==> config.mk <==
export PLATFORM = sky130hd
export DESIGN_NAME = mux5_rr_sequencer_flat
export DESIGN_NICKNAME = d
export VERILOG_FILES = /design/src/rtl/mux5_rr_sequencer_if.sv /design/src/rtl/mux5_rr_sequencer.sv /design/src/flat_wrapper.sv
export SDC_FILE = /design/constraint.sdc
export NUM_CORES = 1
export LEC_CHECK = 0
export CAP_MARGIN = 20
export CORE_ASPECT_RATIO = 1.25
export CORE_MARGIN = 3
export CORE_UTILIZATION = 53
export DETAILED_ROUTE_END_ITERATION = 10
export PLACE_DENSITY = 0.85
export SKIP_CTS_REPAIR_TIMING = 1
export SYNTH_ARGS = -nofsm -noshare
export SYNTH_HDL_FRONTEND = slang
export SYNTH_SLANG_ARGS = --single-unit
==> constraint.sdc <==
create_clock -name clk -period 6.3 [get_ports clk]
set_input_delay 0.945 -clock clk [delete_from_list [all_inputs] [get_ports clk]]
set_output_delay 0.945 -clock clk [all_outputs]
set_load 0.005 [all_outputs]
==> src/rtl/mux5_rr_sequencer_if.sv <==
// Bus between the round-robin sequencer, its five requesters, the external
// 5:1 mux and the downstream consumer of the captured beats.
interface mux5_rr_sequencer_if #(
  parameter int N = 32
);
  logic [4:0]   req;
  logic [N-1:0] mux_out;
  logic [2:0]   sel;
  logic [4:0]   gnt;
  logic [4:0]   ack;
  logic [N-1:0] out_data;
  logic         out_valid;
  logic         out_ready;

  // Requesters / mux / consumer side.
  modport master (
    output req, mux_out, out_ready,
    input  sel, gnt, ack, out_data, out_valid
  );

  // Sequencer side.
  modport slave (
    input  req, mux_out, out_ready,
    output sel, gnt, ack, out_data, out_valid
  );
endinterface

==> src/rtl/mux5_rr_sequencer.sv <==
// Round-robin sequencer sharing one external 5:1 mux between five requesters.
// A grant is held for up to MAX_BURST beats; each beat copies the mux output
// into a one-entry valid/ready output register. Priority rotates past the
// last grantee, and every release costs one idle cycle before the next grant.
module mux5_rr_sequencer #(
  parameter int N         = 32,
  parameter int MAX_BURST = 4
) (
  input logic                clk,
  input logic                rst,
  mux5_rr_sequencer_if.slave bus
);

  localparam int                CNT_W     = $clog2(MAX_BURST + 1);
  localparam logic [CNT_W-1:0] LAST_BEAT = CNT_W'(MAX_BURST);
  localparam logic [CNT_W-1:0] CNT_ONE   = CNT_W'(1);

  typedef enum logic {IDLE, BUSY} state_t;

  state_t           state, state_nxt;
  logic [4:0]       grant, grant_nxt;
  logic [2:0]       sel_idx, sel_nxt;
  logic [2:0]       last, last_nxt;
  logic [CNT_W-1:0] cnt, cnt_nxt;
  logic [N-1:0]     data_p1;
  logic             vld_p1;
  logic             slot_free;
  logic             req_held;
  logic             beat;
  logic             final_beat;
  logic [2:0]       winner;

  // First requester after 'from' in rotating order; 'from' itself is checked
  // last. Scanning from the farthest offset down lets the nearest one win.
  function automatic logic [2:0] next_winner(input logic [4:0] r, input logic [2:0] from);
    logic [2:0] pick;
    logic [3:0] idx;
    pick = from;
    for (int i = 5; i >= 1; i--) begin
      idx = {1'b0, from} + 4'(i);
      if (idx >= 4'd5) idx = idx - 4'd5;
      if (r[idx[2:0]]) pick = idx[2:0];
    end
    return pick;
  endfunction

  assign slot_free  = !vld_p1 || bus.out_ready;
  assign req_held   = |(bus.req & grant);
  assign beat       = !rst && (state == BUSY) && req_held && slot_free;
  assign final_beat = beat && ((cnt + CNT_ONE) == LAST_BEAT);
  assign winner     = next_winner(bus.req, last);

  assign bus.ack       = beat ? grant : 5'd0;
  assign bus.gnt       = grant;
  assign bus.sel       = sel_idx;
  assign bus.out_data  = data_p1;
  assign bus.out_valid = vld_p1;

  // Next-state logic: arbitrate when idle, count beats and decide release when busy.
  always_comb begin
    state_nxt = state;
    grant_nxt = grant;
    sel_nxt   = sel_idx;
    last_nxt  = last;
    cnt_nxt   = cnt;
    case (state)
      IDLE: begin
        if (|bus.req) begin
          state_nxt = BUSY;
          grant_nxt = 5'b00001 << winner;
          sel_nxt   = winner;
          cnt_nxt   = '0;
        end
      end
      BUSY: begin
        if (beat) cnt_nxt = cnt + CNT_ONE;
        if (!req_held || final_beat) begin
          state_nxt = IDLE;
          grant_nxt = '0;
          last_nxt  = sel_idx;
          cnt_nxt   = '0;
        end
      end
      default: state_nxt = IDLE;
    endcase
  end

  // Arbitration state register.
  always_ff @(posedge clk) begin
    if (rst) begin
      state   <= IDLE;
      grant   <= '0;
      sel_idx <= 3'd0;
      last    <= 3'd4;
      cnt     <= '0;
    end else begin
      state   <= state_nxt;
      grant   <= grant_nxt;
      sel_idx <= sel_nxt;
      last    <= last_nxt;
      cnt     <= cnt_nxt;
    end
  end

  // Stage p1: capture the selected mux input; a beat may refill the slot
  // in the same cycle the previous beat is consumed.
  always_ff @(posedge clk) begin
    if (rst) begin
      vld_p1  <= 1'b0;
      data_p1 <= '0;
    end else if (beat) begin
      data_p1 <= bus.mux_out;
      vld_p1  <= 1'b1;
    end else if (vld_p1 && bus.out_ready) begin
      vld_p1  <= 1'b0;
    end
  end

endmodule

==> src/flat_wrapper.sv <==
// flat-port wrapper written by rule: the top's interface ports become plain ports
module mux5_rr_sequencer_flat 
#(
  parameter int N         = 32,
  parameter int MAX_BURST = 4
)
  (clk, rst, bus_req, bus_mux_out, bus_out_ready, bus_sel, bus_gnt, bus_ack, bus_out_data, bus_out_valid);
  mux5_rr_sequencer_if #(.N(N)) bus_i ();
  input logic clk;
  input logic rst;
  input wire logic [$bits(bus_i.req)-1:0] bus_req;
  input wire logic [$bits(bus_i.mux_out)-1:0] bus_mux_out;
  input wire logic [$bits(bus_i.out_ready)-1:0] bus_out_ready;
  output wire logic [$bits(bus_i.sel)-1:0] bus_sel;
  output wire logic [$bits(bus_i.gnt)-1:0] bus_gnt;
  output wire logic [$bits(bus_i.ack)-1:0] bus_ack;
  output wire logic [$bits(bus_i.out_data)-1:0] bus_out_data;
  output wire logic [$bits(bus_i.out_valid)-1:0] bus_out_valid;
  assign bus_i.req = bus_req;
  assign bus_i.mux_out = bus_mux_out;
  assign bus_i.out_ready = bus_out_ready;
  assign bus_sel = bus_i.sel;
  assign bus_gnt = bus_i.gnt;
  assign bus_ack = bus_i.ack;
  assign bus_out_data = bus_i.out_data;
  assign bus_out_valid = bus_i.out_valid;
  mux5_rr_sequencer #(.N(N), .MAX_BURST(MAX_BURST)) u_core (.clk(clk), .rst(rst), .bus(bus_i));
endmodule
==> flow_summary_export.csv <==
group,metric,value,unit
drt,route.met3.wl,582,um
finish,regArea,960.9,sq um
floorplanning,ios,86,
sta,hold_ws,0.5032,ns
logic_synthesis,synth-main-ff-cell,"dfxtp_1",
logic_synthesis,seq_area_frac_synth,30.55,%
sta,timing.setup.tns,0,ns
finish,fill_cells,435,
placed_design,hpwlAfterDp,6.615,mm
drt,wl,8.693,mm
floorplanning,die_w,74.91,um
global_route,gr-total-overflow,0,
logic_synthesis,netlist_area,3146,sq um
drt,first_pass_iters,4,
sta,post-route-min-period,4.482,ns
placed_design,io_buffers,85,
logic_synthesis,syn_nets,407,
sta,rsz0062_at_grt,"false",
placed_design,place_area,4006,sq um
worst_setup_path,start_kind,"input pin",
worst_setup_path,reg2reg_from,"u_core.last[2]",
drt,wl_per_cell,17.74,um
finish,multi_input_area,2039,sq um
logic_synthesis,async_flop_share,0,%
clocking,insertion_delay,0.30,ns
floorplanning,core-area,5593,sq um
power_and_ir_drop,p_total,1.451,mW
finish,n_antenna_cell,0,
logic_synthesis,synth.avg_cell_area,8.911,sq um
power_and_ir_drop,ir_drop,0.2153,mV
logic_synthesis,ys_ff_latch,48,
global_route,antenna_found_initial,0,
sta,timing.fmax,223.1,MHz
finish,instances_no_fill,490,
worst_setup_path,end_kind,"output pin",
sta,finalClockSkew,0.008397,ns
drt,drc_errors,0,
logic_synthesis,postSynthCellCount,353,
placed_design,place.gp.congestion,0.8985,
worst_setup_path,endpoint,"bus_ack[3]",
clocking,clk_path_buf_depth,2,
logic_synthesis,synth_warnings,0,
worst_setup_path,critPathKind,"in2out",
floorplanning,start_util,56.24,%
sta,drv_slew,0,
finish,area_delta_synth_final,29.83,%
floorplanning,fp.dieArea,6901,sq um
global_route,track_usage,26.19,%
status,status,"completed",
clocking,h-tree-depth,2,
clocking,numCtsBuffers,5,
drt,top_layer,"met4",
worst_setup_path,cp_data_arrival_time,3.54,ns
worst_setup_path,cp_max_fo,15,
drt,wl_met1,3.204,mm
sta,finalCritPeriodShare,71.15,%
drt,wl_met2,4.602,mm
drt,via_count,2988,
sta,slew_headroom,42.11,%
power_and_ir_drop,p_leak,1.499,nW
worst_setup_path,regToRegSetupSlack,2.50,ns
finish,final_common_cell,"clkdlybuf4s50_1",
finish,stdcell_area,4084,sq um
drt,vias_per_cell,6.098,
power_and_ir_drop,cellPowerDensity,355.4,nW/um^2
clocking,path_clk_slew,0.09,ns
min_path,hold_class,"reg2reg",
floorplanning,num_rows,30,
logic_synthesis,synth_edf_count,0,
sta,tightest_slew,0.8683,ns
clocking,root_buffer,"clkbuf_8",
worst_setup_path,timing.rr.end,"u_core.bus.gnt[0]",
worst_setup_path,cp.required,5.35,ns
floorplanning,die_y,92.13,um
clocking,cts.sinks,48,
global_route,grt_pass1_vias,2930,
sta,setup_viol,0,
finish,drive_above_1_share,6.808,%
finish,fin_nets,480,
drt,ant_nets,0,
logic_synthesis,synth_cell_type_count,76,
flow_run,drv_cap,0,
worst_setup_path,r2r_cells,9,
clocking,cts_tree,"yes",
global_route,grt_max_degree,45,
drt,drt_iter0_drc,192,
finish,final_cell_mix,"clkdlybuf4s50_1 (85), nor2_1 (51), dfxtp_1 (48)",
worst_setup_path,startpoint,"bus_req[1]",
sta,hold_viol,0,
global_route,grt_first_pass_wirelength,14.06,mm
placed_design,place_inst,483,
## Yosys cell counts (5+ instances only)
master / instances / area share [%]
dfxtp_1: 48 / 31
o211ai_1: 7 / 1.7
nand3_1: 5 / 0.80
clkbuf_1: 9 / 1.1
nor2_1: 51 / 6.1
o21ai_0: 9 / 1.4
nand2_1: 20 / 2.4
nand2b_1: 12 / 2.4
buf_2: 10 / 1.6
a211oi_1: 7 / 1.7
and3_1: 7 / 1.4
mux2i_1: 42 / 13
ha_1: 13 / 5.2
a21oi_1: 11 / 1.8
inv_1: 12 / 1.4
## flip-flops by register name, summed over array words and instances (netlist names)
register and flops:
u_core.bus.out_data 32, u_core.bus.gnt 5, u_core.bus.sel 3, u_core.cnt 3
u_core.last 3, u_core.bus.out_valid 1, u_core.state 1
## metal layers
layer / GRT usage, % / vias to the layer above
li1: - / 1441
met3: 6.798 / 22
met2: 45.93 / 121
met1: 28.23 / 1404
met5: 0 / -
met4: 12.17 / 0
## critical path: stages
cell,delay (ns)
clkdlybuf4s50_1,0.77
a222oi_1,0.26
a221oi_4,0.78
and3_1,0.27
clkdlybuf4s50_1,0.51
## worst min-delay path by stage
stage / startpoint / end / cells past startpoint
2_1_floorplan: u_core.cnt[2] / u_core.cnt[2] / 2
3_3_place_gp: u_core.cnt[2] / u_core.cnt[2] / 2
3_5_place_dp: u_core.bus.out_data[20] / u_core.bus.out_data[20] / 2
4_1_cts: u_core.bus.out_data[20] / u_core.bus.out_data[20] / 2
5_1_grt: u_core.bus.out_data[6] / u_core.bus.out_data[6] / 2
6_report: u_core.bus.out_data[7] / u_core.bus.out_data[7] / 2
## area by class of cell
class | instances | area share (%)
clock buffers | 6 | 1.777
clock inverters | 1 | 0.1225
repair buffers | 89 | 21.57
multi-input cells | 270 | 49.94
inverters | 12 | 1.103
well taps | 64 | 1.961
flip-flops and latches | 48 | 23.53
## logic make-up after synthesis
family | count (synthesis) | share of synthesized area [%]
buffers and inverters | 35 | 5.171
DFF | 48 | 30.55
adders and majority gates | 14 | 5.808
muxes | 45 | 15.15
and+or+nand+nor | 127 | 20.76
xor gates and xnor gates | 3 | 0.8355
AOI/OAI and AO/OA | 81 | 21.72
## per-stage QoR
stage | util, % | setup slack (ns)
2_1_floorplan | - | 2.886
3_3_place_gp | 71.63 | 1.910
3_5_place_dp | 71.63 | 1.851
4_1_cts | 73.02 | 1.838
5_1_grt | 73.02 | 1.726
6_report | 73.02 | 1.818
## report_power, final
part | switching (mW) | leakage [nW] | internal (mW) | total, mW
registers | 0.0542 | 0.390 | 0.355 | 0.409
logic | 0.458 | 1.07 | 0.411 | 0.870
clock network | 0.0971 | 0.0410 | 0.0757 | 0.173
Note: power is estimated with default switching activity, not from simulation.
